--- config.mk ---
export PLATFORM = sky130hd
export DESIGN_NAME = conv_engine_param
export DESIGN_NICKNAME = d
export VERILOG_FILES = /design/src/rtl/conv_pkg.sv /design/src/rtl/conv_sat_relu.sv /design/src/rtl/conv_engine_param.sv
export SDC_FILE = /design/constraint.sdc
export NUM_CORES = 2
export LEC_CHECK = 0
export ABC_AREA = 0
export BUFFER_PORTS_ARGS = -buffer_cell sky130_fd_sc_hd__buf_2
export CAP_MARGIN = 20
export CORE_UTILIZATION = 45
export CTS_CLUSTER_DIAMETER = 40
export DETAILED_ROUTE_END_ITERATION = 12
export HOLD_SLACK_MARGIN = 0.08
export SLEW_MARGIN = 5
export SYNTH_ARGS = -nofsm -noshare
export SYNTH_HDL_FRONTEND = slang
export SYNTH_SLANG_ARGS = --single-unit
--- constraint.sdc ---
create_clock -name clock -period 10.28 [get_ports clock]
set_input_delay 2.056 -clock clock [delete_from_list [all_inputs] [get_ports clock]]
set_output_delay 2.056 -clock clock [all_outputs]
set_load 0.01 [all_outputs]
--- src/rtl/conv_pkg.sv ---
// Shared state encoding and arithmetic helpers for conv_engine_param.
package conv_pkg;

    typedef enum logic [2:0] {
        IDLE   = 3'd0,
        READ   = 3'd1,
        DRAIN1 = 3'd2,
        DRAIN2 = 3'd3,
        OUT    = 3'd4
    } conv_state_e;

    localparam int SAT_W = 64;

    function automatic int kk(input int ksize);
        return ksize * ksize;
    endfunction

    // Floor-shift a wide accumulator by frac_bits, then clamp to a signed data_width range.
    function automatic logic signed [SAT_W-1:0] shift_sat(input logic signed [SAT_W-1:0] acc,
                                                          input int frac_bits,
                                                          input int data_width);
        logic signed [SAT_W-1:0] sh;
        logic signed [SAT_W-1:0] hi;
        logic signed [SAT_W-1:0] lo;
        sh = acc >>> frac_bits;
        hi = (64'sd1 <<< (data_width - 1)) - 64'sd1;
        lo = -(64'sd1 <<< (data_width - 1));
        if (sh > hi) begin
            return hi;
        end else if (sh < lo) begin
            return lo;
        end else begin
            return sh;
        end
    endfunction

endpackage

--- src/rtl/conv_sat_relu.sv ---
// Accumulator to DATA_WIDTH result: floor shift, saturation and, with CONV_RELU_EN defined, ReLU.
module conv_sat_relu
    import conv_pkg::*;
#(
    parameter int ACC_WIDTH  = 40,
    parameter int DATA_WIDTH = 16,
    parameter int FRAC_BITS  = 8
) (
    input  logic signed [ACC_WIDTH-1:0]  acc_i,
    output logic        [DATA_WIDTH-1:0] data_o
);

    logic signed [SAT_W-1:0] acc_ext_s;
    logic signed [SAT_W-1:0] sat_s;
    logic                    sat_unused_s;

    // Sign-extend, shift/saturate, then optionally clamp negatives to zero
    always_comb begin
        acc_ext_s    = {{(SAT_W-ACC_WIDTH){acc_i[ACC_WIDTH-1]}}, acc_i};
        sat_s        = shift_sat(acc_ext_s, FRAC_BITS, DATA_WIDTH);
        sat_unused_s = ^sat_s[SAT_W-1:DATA_WIDTH];
`ifdef CONV_RELU_EN
        if (sat_s[SAT_W-1]) begin
            data_o = {DATA_WIDTH{1'b0}};
        end else begin
            data_o = sat_s[DATA_WIDTH-1:0];
        end
`else
        data_o = sat_s[DATA_WIDTH-1:0];
`endif
    end

endmodule

--- src/rtl/conv_engine_param.sv ---
// K x K valid-convolution engine over an external feature RAM; FSM, weight file and MAC.
// Optional ReLU on results is enabled by defining CONV_RELU_EN.
module conv_engine_param
    import conv_pkg::*;
#(
    parameter int DATA_WIDTH            = 16,
    parameter int FRAC_BITS             = 8,
    parameter int IN_FEATURE_ADDR_WIDTH = 11,
    parameter int IMG_W                 = 8,
    parameter int IMG_H                 = 8,
    parameter int KSIZE                 = 3,
    parameter int ACC_WIDTH             = 40,
    localparam int WT_AW                = (kk(KSIZE) > 1) ? $clog2(kk(KSIZE)) : 1
) (
    input  logic                             clock,
    input  logic                             reset,
    input  logic                             enable,
    input  logic                             start,
    input  logic                             wt_wren,
    input  logic [WT_AW-1:0]                 wt_addr,
    input  logic [DATA_WIDTH-1:0]            wt_data,
    output logic [IN_FEATURE_ADDR_WIDTH-1:0] in_feature_addr,
    output logic                             in_feature_rden,
    input  logic [DATA_WIDTH-1:0]            in_feature_q,
    output logic                             out_valid,
    output logic [DATA_WIDTH-1:0]            out_data,
    output logic                             busy,
    output logic                             done,
    output logic [DATA_WIDTH-1:0]            finalresult
);

    localparam int KK = kk(KSIZE);
    localparam int AW = IN_FEATURE_ADDR_WIDTH;
    localparam int PW = 2 * DATA_WIDTH;
    localparam int OW = IMG_W - KSIZE + 1;
    localparam int OH = IMG_H - KSIZE + 1;
    localparam logic [AW-1:0]    ZERO    = {AW{1'b0}};
    localparam logic [AW-1:0]    ONE     = AW'(1);
    localparam logic [AW-1:0]    K_LAST  = AW'(KSIZE - 1);
    localparam logic [AW-1:0]    OW_LAST = AW'(OW - 1);
    localparam logic [AW-1:0]    OH_LAST = AW'(OH - 1);
    localparam logic [WT_AW-1:0] WZERO   = {WT_AW{1'b0}};
    localparam logic [WT_AW-1:0] WONE    = WT_AW'(1);

    conv_state_e state_q, state_d;
    logic [AW-1:0]    kx_q, kx_d, ky_q, ky_d, ox_q, ox_d, oy_q, oy_d;
    logic [WT_AW-1:0] kidx_q, kidx_d;
    logic             done_q, done_d;
    logic             pix_end_s;

    logic [DATA_WIDTH-1:0] wt_q [KK];

    logic                  rd_vld_q;
    logic [WT_AW-1:0]      rd_idx_q;
    logic                  cap_vld_q, bk_vld_q;
    logic [WT_AW-1:0]      cap_idx_q, bk_idx_q;
    logic [DATA_WIDTH-1:0] cap_data_q, bk_data_q;

    logic                        use_bk_s, use_cap_s;
    logic [DATA_WIDTH-1:0]       mac_data_s;
    logic [WT_AW-1:0]            mac_idx_s;
    logic signed [PW-1:0]        prod_s;
    logic signed [ACC_WIDTH-1:0] acc_q, acc_d;
    logic [DATA_WIDTH-1:0]       sat_data_s;
    logic [DATA_WIDTH-1:0]       finalresult_q;

    // Next-state, window/pixel counters and pending done pulse
    always_comb begin
        state_d   = state_q;
        kx_d      = kx_q;
        ky_d      = ky_q;
        ox_d      = ox_q;
        oy_d      = oy_q;
        kidx_d    = kidx_q;
        done_d    = done_q & ~enable;
        pix_end_s = 1'b0;
        case (state_q)
            IDLE: begin
                if (enable && start) begin
                    state_d = READ;
                    kx_d    = ZERO;
                    ky_d    = ZERO;
                    ox_d    = ZERO;
                    oy_d    = ZERO;
                    kidx_d  = WZERO;
                end else begin
                    state_d = IDLE;
                end
            end
            READ: begin
                if (enable) begin
                    if (kx_q == K_LAST) begin
                        kx_d = ZERO;
                        if (ky_q == K_LAST) begin
                            ky_d    = ZERO;
                            kidx_d  = WZERO;
                            state_d = DRAIN1;
                        end else begin
                            ky_d   = ky_q + ONE;
                            kidx_d = kidx_q + WONE;
                        end
                    end else begin
                        kx_d   = kx_q + ONE;
                        kidx_d = kidx_q + WONE;
                    end
                end else begin
                    state_d = READ;
                end
            end
            DRAIN1: begin
                if (enable) begin
                    state_d = DRAIN2;
                end else begin
                    state_d = DRAIN1;
                end
            end
            DRAIN2: begin
                if (enable) begin
                    state_d = OUT;
                end else begin
                    state_d = DRAIN2;
                end
            end
            OUT: begin
                if (enable) begin
                    pix_end_s = 1'b1;
                    if ((ox_q == OW_LAST) && (oy_q == OH_LAST)) begin
                        state_d = IDLE;
                        done_d  = 1'b1;
                        ox_d    = ZERO;
                        oy_d    = ZERO;
                    end else if (ox_q == OW_LAST) begin
                        state_d = READ;
                        ox_d    = ZERO;
                        oy_d    = oy_q + ONE;
                    end else begin
                        state_d = READ;
                        ox_d    = ox_q + ONE;
                    end
                end else begin
                    state_d = OUT;
                end
            end
            default: begin
                state_d = IDLE;
            end
        endcase
    end

    // Backlog slot is drained first; it only fills when a read lands during a stall
    always_comb begin
        use_bk_s  = enable & bk_vld_q;
        use_cap_s = enable & ~bk_vld_q & cap_vld_q;
        if (bk_vld_q) begin
            mac_data_s = bk_data_q;
            mac_idx_s  = bk_idx_q;
        end else begin
            mac_data_s = cap_data_q;
            mac_idx_s  = cap_idx_q;
        end
        prod_s = $signed(mac_data_s) * $signed(wt_q[mac_idx_s]);
        if (pix_end_s) begin
            acc_d = {ACC_WIDTH{1'b0}};
        end else if (use_bk_s || use_cap_s) begin
            acc_d = acc_q + {{(ACC_WIDTH-PW){prod_s[PW-1]}}, prod_s};
        end else begin
            acc_d = acc_q;
        end
    end

    // Read port and result strobes
    always_comb begin
        in_feature_rden = (state_q == READ) & enable;
        if (in_feature_rden) begin
            in_feature_addr = (oy_q + ky_q) * AW'(IMG_W) + ox_q + kx_q;
        end else begin
            in_feature_addr = ZERO;
        end
        out_valid = (state_q == OUT) & enable;
        if (out_valid) begin
            out_data = sat_data_s;
        end else begin
            out_data = {DATA_WIDTH{1'b0}};
        end
        done        = done_q & enable;
        busy        = (state_q != IDLE);
        finalresult = finalresult_q;
    end

    conv_sat_relu #(
        .ACC_WIDTH (ACC_WIDTH),
        .DATA_WIDTH(DATA_WIDTH),
        .FRAC_BITS (FRAC_BITS)
    ) u_sat (
        .acc_i (acc_q),
        .data_o(sat_data_s)
    );

    // Control state, accumulator and last-result register
    always_ff @(posedge clock or posedge reset) begin
        if (reset) begin
            state_q       <= IDLE;
            kx_q          <= ZERO;
            ky_q          <= ZERO;
            ox_q          <= ZERO;
            oy_q          <= ZERO;
            kidx_q        <= WZERO;
            done_q        <= 1'b0;
            acc_q         <= {ACC_WIDTH{1'b0}};
            finalresult_q <= {DATA_WIDTH{1'b0}};
        end else begin
            state_q <= state_d;
            kx_q    <= kx_d;
            ky_q    <= ky_d;
            ox_q    <= ox_d;
            oy_q    <= oy_d;
            kidx_q  <= kidx_d;
            done_q  <= done_d;
            acc_q   <= acc_d;
            if (pix_end_s) begin
                finalresult_q <= sat_data_s;
            end
        end
    end

    // Read-landing capture; runs regardless of enable so no in-flight data is lost
    always_ff @(posedge clock or posedge reset) begin
        if (reset) begin
            rd_vld_q   <= 1'b0;
            rd_idx_q   <= WZERO;
            cap_vld_q  <= 1'b0;
            cap_idx_q  <= WZERO;
            cap_data_q <= {DATA_WIDTH{1'b0}};
            bk_vld_q   <= 1'b0;
            bk_idx_q   <= WZERO;
            bk_data_q  <= {DATA_WIDTH{1'b0}};
        end else begin
            rd_vld_q <= in_feature_rden;
            rd_idx_q <= kidx_q;
            if (rd_vld_q) begin
                cap_vld_q  <= 1'b1;
                cap_idx_q  <= rd_idx_q;
                cap_data_q <= in_feature_q;
                if (cap_vld_q && !use_cap_s) begin
                    bk_vld_q  <= 1'b1;
                    bk_idx_q  <= cap_idx_q;
                    bk_data_q <= cap_data_q;
                end else if (use_bk_s) begin
                    bk_vld_q <= 1'b0;
                end
            end else begin
                cap_vld_q <= cap_vld_q & ~use_cap_s;
                if (use_bk_s) begin
                    bk_vld_q <= 1'b0;
                end
            end
        end
    end

    // Weight file: writable only while idle
    always_ff @(posedge clock or posedge reset) begin
        if (reset) begin
            for (int i = 0; i < KK; i++) begin
                wt_q[i] <= {DATA_WIDTH{1'b0}};
            end
        end else if (wt_wren && (state_q == IDLE) && ({1'b0, wt_addr} < (WT_AW + 1)'(KK))) begin
            wt_q[wt_addr] <= wt_data;
        end
    end

endmodule
Word level (Yosys, flattened, before mapping)

Cells that the tools add are included.
Widths: inputs -> output; s select.

Bits in registers: 299
Bits in latches: 0
RAM bits: 0
ROM bits: 0
Bits of input ports: 41
Output and inout port bits: 47
Word-level logic and storage cells: 142
Memories kept: 0

Add/sub/neg operators: 9
$mul: 1
Divide/modulo/power cells: 0
Magnitude comparators: 6
Eq/ne operators: 15
Shift-type cells: 0
Mux-type cells: 53
Bitwise logic cells: 13
Reductions and logical operators: 19

Operators by type and width:

| kind                  | count |
|---|---|
| $bwmux 144            | 1 |
| $mux 11               | 13 |
| $mux 16               | 7 |
| $pmux 11 s2           | 4 |
| $mux 40               | 2 |
| $bmux 16 s4           | 1 |
| $demux 16 s4          | 1 |
| $add 11x1->11 const B | 4 |
| $add 40x40->40        | 1 |
| $gt 32x16->1 const B  | 1 |
| $lt 32x16->1 const B  | 1 |
| $mul 16x16->32        | 1 |
| $add 11x11->11        | 2 |
| $eq 11x2->1 const B   | 2 |
| $eq 11x3->1 const B   | 2 |
| $mux 4                | 5 |
| $mux 3                | 5 |
| $pmux 3 s5            | 1 |
| $mux 1                | 12 |
| $ge 5x5->1 const B    | 2 |
| $not 4->5             | 2 |
| $ne 3x3->1 const B    | 3 |
| $add 8x8->8           | 1 |
| $and 1x1->1           | 8 |
| other kinds (18)      | 34 |

Depth between registers and ports, before layout

Depth in word-level cells: 9
Depth in mapped cells: 44
Mapped depth without buffers: 40

Hierarchy

From an unflattened synthesis, not the netlist that was laid out.

Cell total of the unflattened synthesis: 2518
Area, all modules: 25953.6 um^2

By module, submodules not included:

| module            | instances | cells each | area each (um^2) | sequential area each (um^2) |
|---|---|---|---|---|
| conv_engine_param | 1         | 2490       | 25722.2          | 7482.2 |
| conv_sat_relu     | 1         | 28         | 231.5            | 0.0 |

Least setup slack after synthesis

Ideal clock, no wire load.

Kind: register -> register
Start: reg bk_vld_q
End: reg acc_q[39]
Setup time: 0.131 ns
Data arrival time: 9.534 ns
Required time: 10.149 ns
Slack: 0.615 ns
Stages on the path, launching flop included: 38
Buffers on the path: 3
Clock period less this slack: 9.665 ns
Cell sequence: dfrtp_1 > buf_2 > mux2i_2 > buf_4 > mux4_2 > nand2_1 > a21oi_1 > a21oi_1 > buf_2 > nor2_1 > fa_1 > fa_1 > fa_1 > fa_1 > fa_1 > inv_1 > fa_1 > inv_1 > [... 2 more ...] > nand3_1 > nor2_1 > a211oi_1 > a221o_1 > a41o_1 > nor4_1 > nor3_1 > xor2_1 > ha_1 > a211o_1 > or3_1 > o21bai_1 > o211a_1 > a211o_1 > a41oi_2 > nor3b_2 > nand4b_1 > o211ai_1

Longest elaborated chain between the ends: 9
Elaborated cells on any way between the ends: 16
Classes of those cells: 1 x add/sub; 1 x mul; 7 x mux; 5 x bitwise; 2 x reduce/logical

Ends and longest elaborated chain:

| what                                       | line                     | source |
|---|---|---|
| from (decl)                                | conv_engine_param.sv:55  | `logic cap_vld_q, bk_vld_q;` |
| from (signal assigned)                     | conv_engine_param.sv:234 | `bk_vld_q <= 1'b0;` |
| from (signal assigned)                     | conv_engine_param.sv:245 | `bk_vld_q <= 1'b1;` |
| from (signal assigned)                     | conv_engine_param.sv:249 | `bk_vld_q <= 1'b0;` |
| $mux 4                                     | conv_engine_param.sv:154 | `if (bk_vld_q) begin` |
| $not 4->5 (implied by the code)            | conv_engine_param.sv:161 | `prod_s = $signed(mac_data_s) * $signed(wt_q[mac_idx_s]);` |
| $bmux 16 s4                                | conv_engine_param.sv:161 |  |
| $mux 16 (implied by the code) (2 in a row) | conv_engine_param.sv:161 |  |
| $mul 16x16->32                             | conv_engine_param.sv:161 |  |
| $add 40x40->40                             | conv_engine_param.sv:165 | `acc_d = acc_q + {{(ACC_WIDTH-PW){prod_s[PW-1]}}, prod_s};` |
| $mux 40                                    | conv_engine_param.sv:164 | `end else if (use_bk_s \|\| use_cap_s) begin` |
| $mux 40                                    | conv_engine_param.sv:162 | `if (pix_end_s) begin` |
| to (signal assigned)                       | conv_engine_param.sv:209 | `acc_q <= {ACC_WIDTH{1'b0}};` |
| to (decl)                                  | conv_engine_param.sv:63  | `logic signed [ACC_WIDTH-1:0] acc_q, acc_d;` |

Several ways; a longest one is shown, not always the timed one. The select of a mux whose other input is x is not followed.
A chain may end at the register's enable or synchronous reset.

Worst setup path after layout

Same ends and word-level chain as after synthesis.

==> metrics.txt <==
CP Max Fanout 8; clock root buffer master clkbuf_16; CP delay by family, top adder cells; maxcap violations 0; GP Congestion roughly 0.91; Final WS setup around 320 ps; Die X 242 um; Setup WS pre-CTS -81.4 ps; Post-DP HPWL 50.5 mm; FF-to-FF setup slack 320 ps; CTS tree done; Final nets between 3000 and 4000; average cell area after synthesis 10.3 um^2; cell taking the most area after synthesis dfrtp_1; number of cell rows 87; Final Setup Violations 0; clk sinks 299; Post-Syn Nets 2995; worst reg2reg path depth 40; full die area roughly 0.059 mm^2; Critical Path RT between 10000 and 15000 ps; antenna-violating nets left 0; initial antenna violation count 2; f_max 0.100 GHz; Clock Skew about 60 ps; Seq/Total Area, Yosys 0.288; share of the synthesized area in the top cell type 0.288; Most common cell on crit path fa_1; Most used DFF post-synth dfrtp_1; layout cell share with drive strength beyond 1 0.203; Fin Setup TNS 0 ps; Netlist cell types 77; number of I/O pins between 80 and 90; WL final about 68 mm; hold buffers post-CTS 0; critical path class register to register; outcome complete, no violations; routed len/inst between 15 and 20 um; vias in the first global route about 20000; vias per inst ~5.4; Layout area overhead 15.3%; EDFF count, synth 0; gr ovfl total 0; placed cell count roughly 3400; CTS buffer count 54; Worst Tran Pin Value 1080 ps; Worst path slowest cell fa_1; final period utilization 0.969; Final Non-Filler Cells 3491; total number of vias roughly 19000; RR Startpoint bk_vld_q; Arrival @ worst endpoint between 10000 and 15000 ps; worst hold path type register to register; first-pass GRT wire length ~110 mm; Max-slew headroom 0.282; crit path capture acc_q[39]; clock-pin slew on the worst setup and hold paths ~60 ps; Worst setup SP type register; DRC 0; Initial Util 0.458; worst-skew pair later-pin latency around 630 ps; area of the core 0.0567 mm^2; Post-Syn Area approximately 0.026 mm^2; Die H ~240 um; top post-synthesis cells by area dfrtp_1 (29%), fa_1 (21%), mux2_2 (8.5%); first-iteration detailed-routing DRC count approximately 1100; router iterations before antenna repair 5; Reg-to-Reg End acc_q[39]; Final Hold Fails 0; clock buffer depth 3; Yosys reg bits 299; Slew Limit Fails 0; IO Port Bufs 87; crit path launch bk_vld_q; Global Route Usage Sum 0.236; diode count 0; htree depth 2; largest stage delay on the critical path 590 ps; Worst setup EP type register; Async S/R FF share, synth 1.00; largest net degree at the start of global routing 155; yosys warns 0; crit path buf inv count 8; Tmin final approximately 10000 ps; Crit path depth 40; Post-Synthesis Cells approximately 2500
synthesized netlist by cell type, drive strengths merged (4+ instances only):
| master | count |
|---|---|
| a21boi | 4 |
| o211ai | 7 |
| and2 | 24 |
| or3 | 9 |
| a32o | 6 |
| o21ai | 82 |
| dfrtp | 299 |
| or2 | 5 |
| xor2 | 23 |
| nor4 | 13 |
| nand3 | 31 |
| o31ai | 11 |
| and3 | 19 |
| nand2 | 222 |
| mux4 | 32 |
| a41oi | 4 |
| xnor2 | 78 |
| mux2 | 201 |
| fa | 272 |
| nand2b | 32 |
| nand4 | 20 |
| nor3 | 17 |
| a21o | 35 |
| o21a | 19 |
| nor2 | 234 |
| clkbuf | 35 |
| a22o | 25 |
| a211oi | 9 |
| nand4b | 4 |
| a21oi | 91 |
| mux2i | 33 |
| ha | 151 |
| o21bai | 16 |
| buf | 34 |
| inv | 386 |
| nor2b | 8 |
| o41ai | 5 |
through the flow:
step | instance area [um^2] | hold WS [ps] | utilization
2_1_floorplan | 26000 | 386 | -
3_3_place_gp | 27700 | 408 | 0.488
3_5_place_dp | 27700 | 424 | 0.488
4_1_cts | 29600 | 432 | 0.522
5_1_grt | 29900 | 450 | 0.528
6_report | 29900 | 432 | 0.528
per-layer routing:
metal,global-route usage,vias up,share of wire
met5,0,-,0.00034
li1,-,8701,-
met3,0.0307,132,0.047
met1,0.311,9743,0.43
met4,0.0793,4,0.032
met2,0.400,431,0.49
logic make-up after synthesis:
logic type,count (synthesis),synth area share
compound gates,338,0.0870
xor+xnor,101,0.0341
fa+ha+maj,423,0.283
buf+inv,455,0.0676
flops,299,0.288
mux,266,0.128
simple gates,649,0.113
cells in the final DEF (no fill, tap or decap), types with 66 or more instances in the layout:
cell     synthesis  routed
a21oi_1         89      81
mux2_2         197     197
dfrtp_1        299     298
buf_4            3      71
inv_1          386     383
o21ai_0         68      66
ha_1           151     148
buf_2           28      87
fa_1           272     272
nor2_1         234     233
xnor2_1         78      78
nand2_1        221     221
final cells by class:
type | instances | area (um^2)
fill | 4982 | 26800
clock buffer | 61 | 1440
tap | 756 | 946
multi-input combinational | 1777 | 16900
sequential | 299 | 7480
clock inverter | 38 | 495
timing repair buffer | 174 | 1220
inverter | 386 | 1460
what timing repair did:
| item | 4_1_cts | 5_1_grt |
|---|---|---|
| pin swaps | 0 | 4 |
| setup buffers | 1 | 14 |
| gates cloned | 0 | 3 |
| gates resized for setup | 1 | 35 |
| setup endpoints to repair | 1 | 4 |
worst min-delay path by stage:
| stage | start | endpoint | slack [ps] | depth (start not counted) |
|---|---|---|---|---|
| 2_1_floorplan | kidx_q[2] | rd_idx_q[2] | 390 | 0 |
| 3_3_place_gp | kidx_q[2] | rd_idx_q[2] | 410 | 0 |
| 3_5_place_dp | kidx_q[1] | rd_idx_q[1] | 420 | 0 |
| 4_1_cts | kidx_q[1] | rd_idx_q[1] | 430 | 0 |
| 5_1_grt | kidx_q[2] | rd_idx_q[2] | 450 | 0 |
| 6_report | kidx_q[3] | rd_idx_q[3] | 430 | 0 |
state kept, by name, summed over array words and instances, names as in the netlist, named ones only:
| name | count |
|---|---|
| wt_q | 144 |
| acc_q | 40 |
| bk_data_q | 16 |
| cap_data_q | 16 |
| finalresult | 16 |
| kx_q | 11 |
| ky_q | 11 |
| ox_q | 11 |
| oy_q | 11 |
| bk_idx_q | 4 |
| cap_idx_q | 4 |
| kidx_q | 4 |
| rd_idx_q | 4 |
| state_q | 3 |
| bk_vld_q | 1 |
| cap_vld_q | 1 |
| rd_vld_q | 1 |
Power is left out: the tool's default activity adds up to more than one toggle a clock period on the data nets, which glitch-free logic cannot reach.
